--- config.mk ---
export PLATFORM = sky130hd
export DESIGN_NAME = pipemem_stage
export DESIGN_NICKNAME = d
export VERILOG_FILES = /design/src/rtl/pipe_pkg.sv /design/src/rtl/dmem_handshake.sv /design/src/rtl/pipemem_stage.sv
export SDC_FILE = /design/constraint.sdc
export NUM_CORES = 1
export LEC_CHECK = 0
export CORE_MARGIN = 2
export CORE_UTILIZATION = 40
export DETAILED_ROUTE_END_ITERATION = 7
export PLACE_DENSITY = 0.8
export SLEW_MARGIN = 20
export SYNTH_ARGS = -nofsm -noshare
export SYNTH_HDL_FRONTEND = slang
export SYNTH_HIERARCHICAL = 1
export SYNTH_SLANG_ARGS = --single-unit
--- constraint.sdc ---
create_clock -name clock -period 6.1 [get_ports clock]
set_input_delay 1.22 -clock clock [delete_from_list [all_inputs] [get_ports clock]]
set_output_delay 1.22 -clock clock [all_outputs]
set_load 0.01 [all_outputs]
--- src/rtl/pipe_pkg.sv ---
// Shared constants and types for the pipeline memory stage.
//   DW          datapath / memory data and address width
//   RW          register-number width
//   mem_state_t data-memory handshake FSM states
package pipe_pkg;

  localparam int unsigned DW = 32;
  localparam int unsigned RW = 5;

  typedef enum logic {
    M_IDLE = 1'b0,
    M_WAIT = 1'b1
  } mem_state_t;

endpackage

--- src/rtl/dmem_handshake.sv ---
// Data-memory req/ack handshake FSM with stall generation.
//   clock, reset  rising-edge clock, async active-high reset
//   mem_op_i      M-stage instruction is a load or a store
//   we_i          M-stage instruction is a store
//   ack_i         memory access completes this cycle
//   req_c         memory request valid (combinational)
//   stall_c       hold the upstream stages (combinational)
//   rd_ack_c      read data is valid this cycle (combinational)
module dmem_handshake
  import pipe_pkg::*;
(
  input  logic clock,
  input  logic reset,
  input  logic mem_op_i,
  input  logic we_i,
  input  logic ack_i,
  output logic req_c,
  output logic stall_c,
  output logic rd_ack_c
);

  mem_state_t state_q, state_d;

  // State register
  always_ff @(posedge clock or posedge reset) begin
    if (reset) begin
      state_q <= M_IDLE;
    end else begin
      state_q <= state_d;
    end
  end

  // Next state and request/stall decode; an ack without a request is ignored
  always_comb begin
    state_d  = state_q;
    req_c    = 1'b0;
    stall_c  = 1'b0;
    rd_ack_c = 1'b0;
    case (state_q)
      M_IDLE: begin
        req_c = mem_op_i;
        if (mem_op_i && !ack_i) begin
          state_d = M_WAIT;
        end
      end
      M_WAIT: begin
        req_c = 1'b1;
        if (ack_i) begin
          state_d = M_IDLE;
        end
      end
      default: state_d = M_IDLE;
    endcase
    stall_c  = req_c & ~ack_i;
    rd_ack_c = req_c & ack_i & ~we_i;
  end

endmodule

--- src/rtl/pipemem_stage.sv ---
// EXE/MEM register, data-memory access and MEM/WB register.
//   clock, reset        rising-edge clock, async active-high reset
//   ealu/ebs/ern        EXE result, store data, destination
//   ewreg/em2reg/ewmem  EXE control: reg write, load, store
//   mstall              hold upstream stages and the EXE/MEM register
//   malu/mrn/mwreg/mm2reg  M-stage values (forwarding / hazard sources)
//   dmem_*              data-memory request/ack interface
//   wmo/walu/wrn/wwreg/wm2reg  W-stage values for write-back
module pipemem_stage #(
  parameter int unsigned DW = pipe_pkg::DW,
  parameter int unsigned RW = pipe_pkg::RW
) (
  input  logic          clock,
  input  logic          reset,
  input  logic [DW-1:0] ealu,
  input  logic [DW-1:0] ebs,
  input  logic [RW-1:0] ern,
  input  logic          ewreg,
  input  logic          em2reg,
  input  logic          ewmem,
  output logic          mstall,
  output logic [DW-1:0] malu,
  output logic [RW-1:0] mrn,
  output logic          mwreg,
  output logic          mm2reg,
  output logic          dmem_req,
  output logic          dmem_we,
  output logic [DW-1:0] dmem_addr,
  output logic [DW-1:0] dmem_wdata,
  input  logic [DW-1:0] dmem_rdata,
  input  logic          dmem_ack,
  output logic [DW-1:0] wmo,
  output logic [DW-1:0] walu,
  output logic [RW-1:0] wrn,
  output logic          wwreg,
  output logic          wm2reg
);

  logic [DW-1:0] malu_q, mbs_q;
  logic [RW-1:0] mrn_q;
  logic          mwreg_q, mm2reg_q, mwmem_q;
  logic [DW-1:0] wmo_q, walu_q;
  logic [RW-1:0] wrn_q;
  logic          wwreg_q, wm2reg_q;
  logic          req_c, stall_c, rd_ack_c;

  dmem_handshake u_hs (
    .clock    (clock),
    .reset    (reset),
    .mem_op_i (mm2reg_q | mwmem_q),
    .we_i     (mwmem_q),
    .ack_i    (dmem_ack),
    .req_c    (req_c),
    .stall_c  (stall_c),
    .rd_ack_c (rd_ack_c)
  );

  // EXE/MEM register: holds during a stall so address/data stay stable
  always_ff @(posedge clock or posedge reset) begin
    if (reset) begin
      malu_q   <= '0;
      mbs_q    <= '0;
      mrn_q    <= '0;
      mwreg_q  <= 1'b0;
      mm2reg_q <= 1'b0;
      mwmem_q  <= 1'b0;
    end else if (!stall_c) begin
      malu_q   <= ealu;
      mbs_q    <= ebs;
      mrn_q    <= ern;
      mwreg_q  <= ewreg;
      mm2reg_q <= em2reg;
      mwmem_q  <= ewmem;
    end
  end

  // MEM/WB register: a stall cycle sends a bubble; wmo only moves on a read ack
  always_ff @(posedge clock or posedge reset) begin
    if (reset) begin
      wmo_q    <= '0;
      walu_q   <= '0;
      wrn_q    <= '0;
      wwreg_q  <= 1'b0;
      wm2reg_q <= 1'b0;
    end else begin
      if (rd_ack_c) begin
        wmo_q <= dmem_rdata;
      end
      if (stall_c) begin
        wwreg_q  <= 1'b0;
        wm2reg_q <= 1'b0;
      end else begin
        walu_q   <= malu_q;
        wrn_q    <= mrn_q;
        wwreg_q  <= mwreg_q;
        wm2reg_q <= mm2reg_q;
      end
    end
  end

  assign mstall     = stall_c;
  assign malu       = malu_q;
  assign mrn        = mrn_q;
  assign mwreg      = mwreg_q;
  assign mm2reg     = mm2reg_q;
  assign dmem_req   = req_c;
  assign dmem_we    = mwmem_q;
  // Word access only: low address bits are dropped
  assign dmem_addr  = {malu_q[DW-1:2], 2'b00};
  assign dmem_wdata = mbs_q;
  assign wmo        = wmo_q;
  assign walu       = walu_q;
  assign wrn        = wrn_q;
  assign wwreg      = wwreg_q;
  assign wm2reg     = wm2reg_q;

endmodule

* After elaboration in Yosys (flattened, before gate mapping)
Cells that the tools add are included.
** Storage, ports and cells
- Bits in registers :: 144
- Latch bits :: 0
- RAM bits :: 0
- ROM bits :: 0
- Output and inout bits :: 177
- Word-level logic and storage cells :: 27
- Memories kept :: 0
** Cells by class
- $add $sub $neg :: 0
- Multiply operators :: 0
- Divide/modulo/power cells :: 0
- $lt $le $gt $ge :: 0
- Equal/unequal tests :: 0
- Shift operators :: 0
- Multiplexer cells :: 6
- Bitwise operators :: 7
- Reductions and logical operators :: 2
** Operator list (count)
- 1-bit two-way mux :: 4
- 1-bit one-hot mux with 2 select lines :: 2
- 1-bit AND :: 3
- 1-bit NOT :: 3
- 1-bit logical AND :: 1
- 1-bit zero test :: 1
- 1-bit OR :: 1

* Depth between registers and ports, before layout
- Word-level depth :: 4
- Depth in mapped cells :: 6
- Mapped depth without buffers :: 4

* By module
The synthesis kept the hierarchy.
** Modules (own cells, without submodules)
- pipemem_stage :: instances 1, cells each 337, area each 5582.9 sq um, seq. area each 3578.4 sq um
- dmem_handshake :: instances 1, cells each 7, area each 58.8 sq um, seq. area each 25.0 sq um

* Worst setup path before layout
OpenSTA, ideal clock, no wires.
- Path type :: input to output
- Start :: input dmem_ack
- End :: output mstall
- Data arrival time :: 1495 ps
- Required time :: 4880 ps
- Slack :: 3385 ps
- Cell stages on the path :: 1
- Cell sequence :: nor2_1
** On the way
- Longest elaborated chain between the ends :: 2
** Ends and longest elaborated chain
- start, declared :: RTL line pipemem_stage.sv:31 : input logic dmem_ack,
- 1-bit NOT :: RTL line dmem_handshake.sv:54 : stall_c = req_c & ~ack_i;
- 1-bit AND :: RTL line dmem_handshake.sv:54
- end, declared :: RTL line pipemem_stage.sv:21 : output logic mstall,
Every way passes these cells.

* Final worst setup path
Ends and elaborated chain as after synthesis.

==> metrics.md <==
| Metric | Value |
|---|---|
| Post-synthesis instance area | `~5600 µm²` |
| Distinct cell type count after synthesis | `14` |
| Final clock skew | `approximately 0.012 ns` |
| Fraction of the yosys area taken by sequential cells | `between 60% and 70%` |
| Setup crit end | `mstall` |
| CP Class | `in2out` |
| Post-synthesis sequential element count | `roughly 140` |
| DR pass1 iterations | `4` |
| Total negative slack for setup checks | `0 ns` |
| Number of antenna violations at the first check in global routing | `0` |
| Post-DP HPWL | `between 9 and 10 mm` |
| GRT Resource Usage Total | `~18%` |
| CTS tree | `done` |
| Post-CTS Resized | `0` |
| Global-route met3 utilization | `under 10%` |
| Number of global-route vias before repair | `approximately 3900` |
| Post-DR wirelength/cell | `around 17 µm` |
| Data required time of the worst path | `~4.9 ns` |
| Largest net degree at the start of global routing | `104` |
| Post-CTS clock slew at the launch and capture registers of the worst setup and hold paths | `0.06 ns` |
| Layer carrying the most global-route usage | `met2` |
| Seq pwr share | `just over 40%` |
| Buffer count from post-CTS setup fixing | `0` |
| Wirelength, routed | `13.21 mm` |
| Launch instance of the worst register-to-register path | `dmem_we` |
| Post-layout instance area | `8897 µm²` |
| Switching Share | `about a quarter` |
| Number of hold violations in the final report | `0` |
| Fraction of layout cells with a size suffix above 1 | `about 28%` |
| Net count of the finished layout | `between 700 and 800` |
| Number of core rows | `43` |
| FF-to-FF path depth | `6` |
| Power density relative to cell area | `341.5 nW/µm²` |
| Actual transition at the worst max-transition pin | `0.8742 ns` |
| Buffer levels on the longest clock path | `2` |
| Leakage power of the design | `approximately 3.7 nW` |
| Global-route wire length before repair | `between 15 and 20 mm` |
| Number of buffers created by CTS | `17` |
| Number of DRC markers in iteration 0 | `approximately 120` |
| Die boundary width | `approximately 120 µm` |
| Residual DRC | `0` |
| Via-per-instance ratio | `4.610` |
| Number of antenna cells inserted | `0` |
| Post-DRT Antenna Nets | `0` |
| Via count | `approximately 3700` |
| Setup violation total in the final timing report | `0` |
| Initial core utilization | `40.80%` |
| Number of max-slew violations in the final report | `0` |
| Crit path max fanout | `3` |
| Critical R2R Capture | `malu[27]` |
| Placer Congestion | `~0.75` |
| IO Count | `between 200 and 300` |
| Root Driver | `clkbuf_16` |
| M1 GR Usage | `about 19%` |
| Post-route core utilization | `between 60% and 70%` |
| Combinational fraction of design power | `between 20% and 30%` |
| Clock latency on the worst-skew pair | `0.41 ns` |
| Max Fclk | `approximately 0.28 GHz` |
| Die ar. | `15070 µm²` |
| Kind of launch point of the worst setup path | `input pin` |
| Post-synthesis area per instance | `roughly 16 µm²` |
| Vertical die dimension | `~120 µm` |
| Slew Limit Headroom | `41.72%` |
| Count of port buffers added during placement | `roughly 280` |
| Share of the clock period used by the worst path after layout | `58.94%` |
| P&R area growth vs syn | `57.71%` |
| Critical path endpoint category | `output port` |
| CTS Sinks | `144` |
| Warnings from Yosys | `6` |
| Max-Cap Viols | `0` |
| Result of the run | `finished, final reports clean` |
| Beginning of the critical path | `dmem_ack` |
| Met2 usage in global routing | `between 30% and 40%` |
| Type of the most critical hold path | `reg2reg` |
| Arr. time, crit path | `2.38 ns` |
| Placeable core region | `between 10000 and 15000 µm²` |
| Aggregate global routing overflow | `0` |
| Cell Area, Placed | `approximately 8300 µm²` |
| Switching power of the nets | `0.0007583 W` |
| Worst vdd ir | `~190 µV` |
| Clock network fraction of design power | `between 30% and 40%` |
| Worst-case register-to-register setup slack | `3.48 ns` |
| Synthesized instance count | `approximately 340` |
| RSZ-0062 raised after global routing | `false` |
| Count of hold-fix buffers inserted at cts | `0` |
| H-tree lvl count | `4` |
| Internal power | `around 0.0023 W` |
| Time the worst path needs with I/O delays and setup | `approximately 3.6 ns` |
[area by class of cell]
class / count / area [µm²]
flip-flops and latches: 144 / 3603
clock inverters: 6 / 83.83
well taps: 180 / 225.2
inverters: 3 / 16.27
fillers: 1008 / 4930
multi-input cells: 150 / 1654
repair buffers: 285 / 2843
clock buffers: 24 / 471.7
[power groups by stage]
stage	logic (W)	registers, W	clock network (W)
final	0.000827	0.00123	0.000980
after detailed placement	0.000837	0.00125	0
after floorplan	0.000282	0.00132	0
after global routing	0.000880	0.00125	0.00106
after global placement	0.000823	0.00124	0
after CTS	0.000841	0.00123	0.00100
[cells by family (layout without fill, tap and decap cells)]
kind of cell / Yosys count / after routing / share of synthesized area, %
flops: 144 / 144 / 63.87
other cells: 1 / 2 / 0.06647
buf+inv: 51 / 318 / 7.119
mux: 141 / 141 / 28.14
simple gates: 7 / 7 / 0.7985
[critical path, stage by stage]
cell             delay, ns
clkdlybuf4s50_1       0.48
nor2_4                0.14
clkdlybuf4s50_1       0.54
[registers in the layout, summed over array words and instances (netlist names)]
signal,count
dmem_wdata,32
malu,32
walu,32
wmo,32
mrn,5
wrn,5
dmem_we,1
mm2reg,1
mwreg,1
u_hs/state_q,1
wm2reg,1
wwreg,1
[per-stage QoR]
step | hold slack (ns) | worst slack, ns | power [W] | cells
2_1_floorplan | 0.4768 | 1.042 | 0.001598 | 345
3_3_place_gp | 0.4706 | 2.455 | 0.002060 | 762
3_5_place_dp | 0.4863 | 2.390 | 0.002087 | 762
4_1_cts | 0.4988 | 2.501 | 0.003078 | 792
5_1_grt | 0.5035 | 2.484 | 0.003194 | 792
6_report | 0.4939 | 2.505 | 0.003039 | 792
[how the worst min path moves through the flow]
| stage | start | end | cells after the start |
|---|---|---|---|
| 2_1_floorplan | u_hs/state_q | u_hs/state_q | 2 |
| 3_3_place_gp | wmo[16] | wmo[16] | 1 |
| 4_1_cts | wmo[17] | wmo[17] | 1 |
| 6_report | wmo[17] | wmo[17] | 1 |
| 3_5_place_dp | wmo[17] | wmo[17] | 1 |
| 5_1_grt | wmo[17] | wmo[17] | 1 |
[synth_stat cells]
library cell	number	area share, %
conb_1	1	0.066
nor3b_2	1	0.22
nor2b_1	2	0.22
buf_6	10	2.0
or2_2	1	0.11
inv_1	3	0.20
mux2_1	2	0.40
clkbuf_2	1	0.089
nor2_2	1	0.11
buf_2	2	0.18
buf_4	35	4.7
dfrtp_1	144	64
nor2_1	2	0.13
mux2_2	139	28
[metal layers]
metal | routed length, µm | vias up
met2 | 6905 | 176
met3 | 1292 | 19
met4 | 216 | 0
met1 | 4797 | 1797
li1 | - | 1659
met5 | 0 | -
[layout by cell type, fill, tap and decap left out]
cell type,synthesis,final
clkdlybuf4s50_1,0,281
dfrtp_1,144,144
mux2_2,139,139
clkbuf_16,0,17
clkbuf_1,0,5
buf_4,35,4
clkinv_2,0,3
nor2b_1,2,2
mux2_1,2,2
conb_1,1,2
bufinv_16,0,2
clkbuf_8,0,2
inv_1,3,2
or2_2,1,1
inv_6,0,1
clkinv_4,0,1
nor2_2,1,1
nor3b_4,0,1
nor2_1,2,1
nor2_4,0,1
No activity file was read; power rests on OpenSTA's default activity.
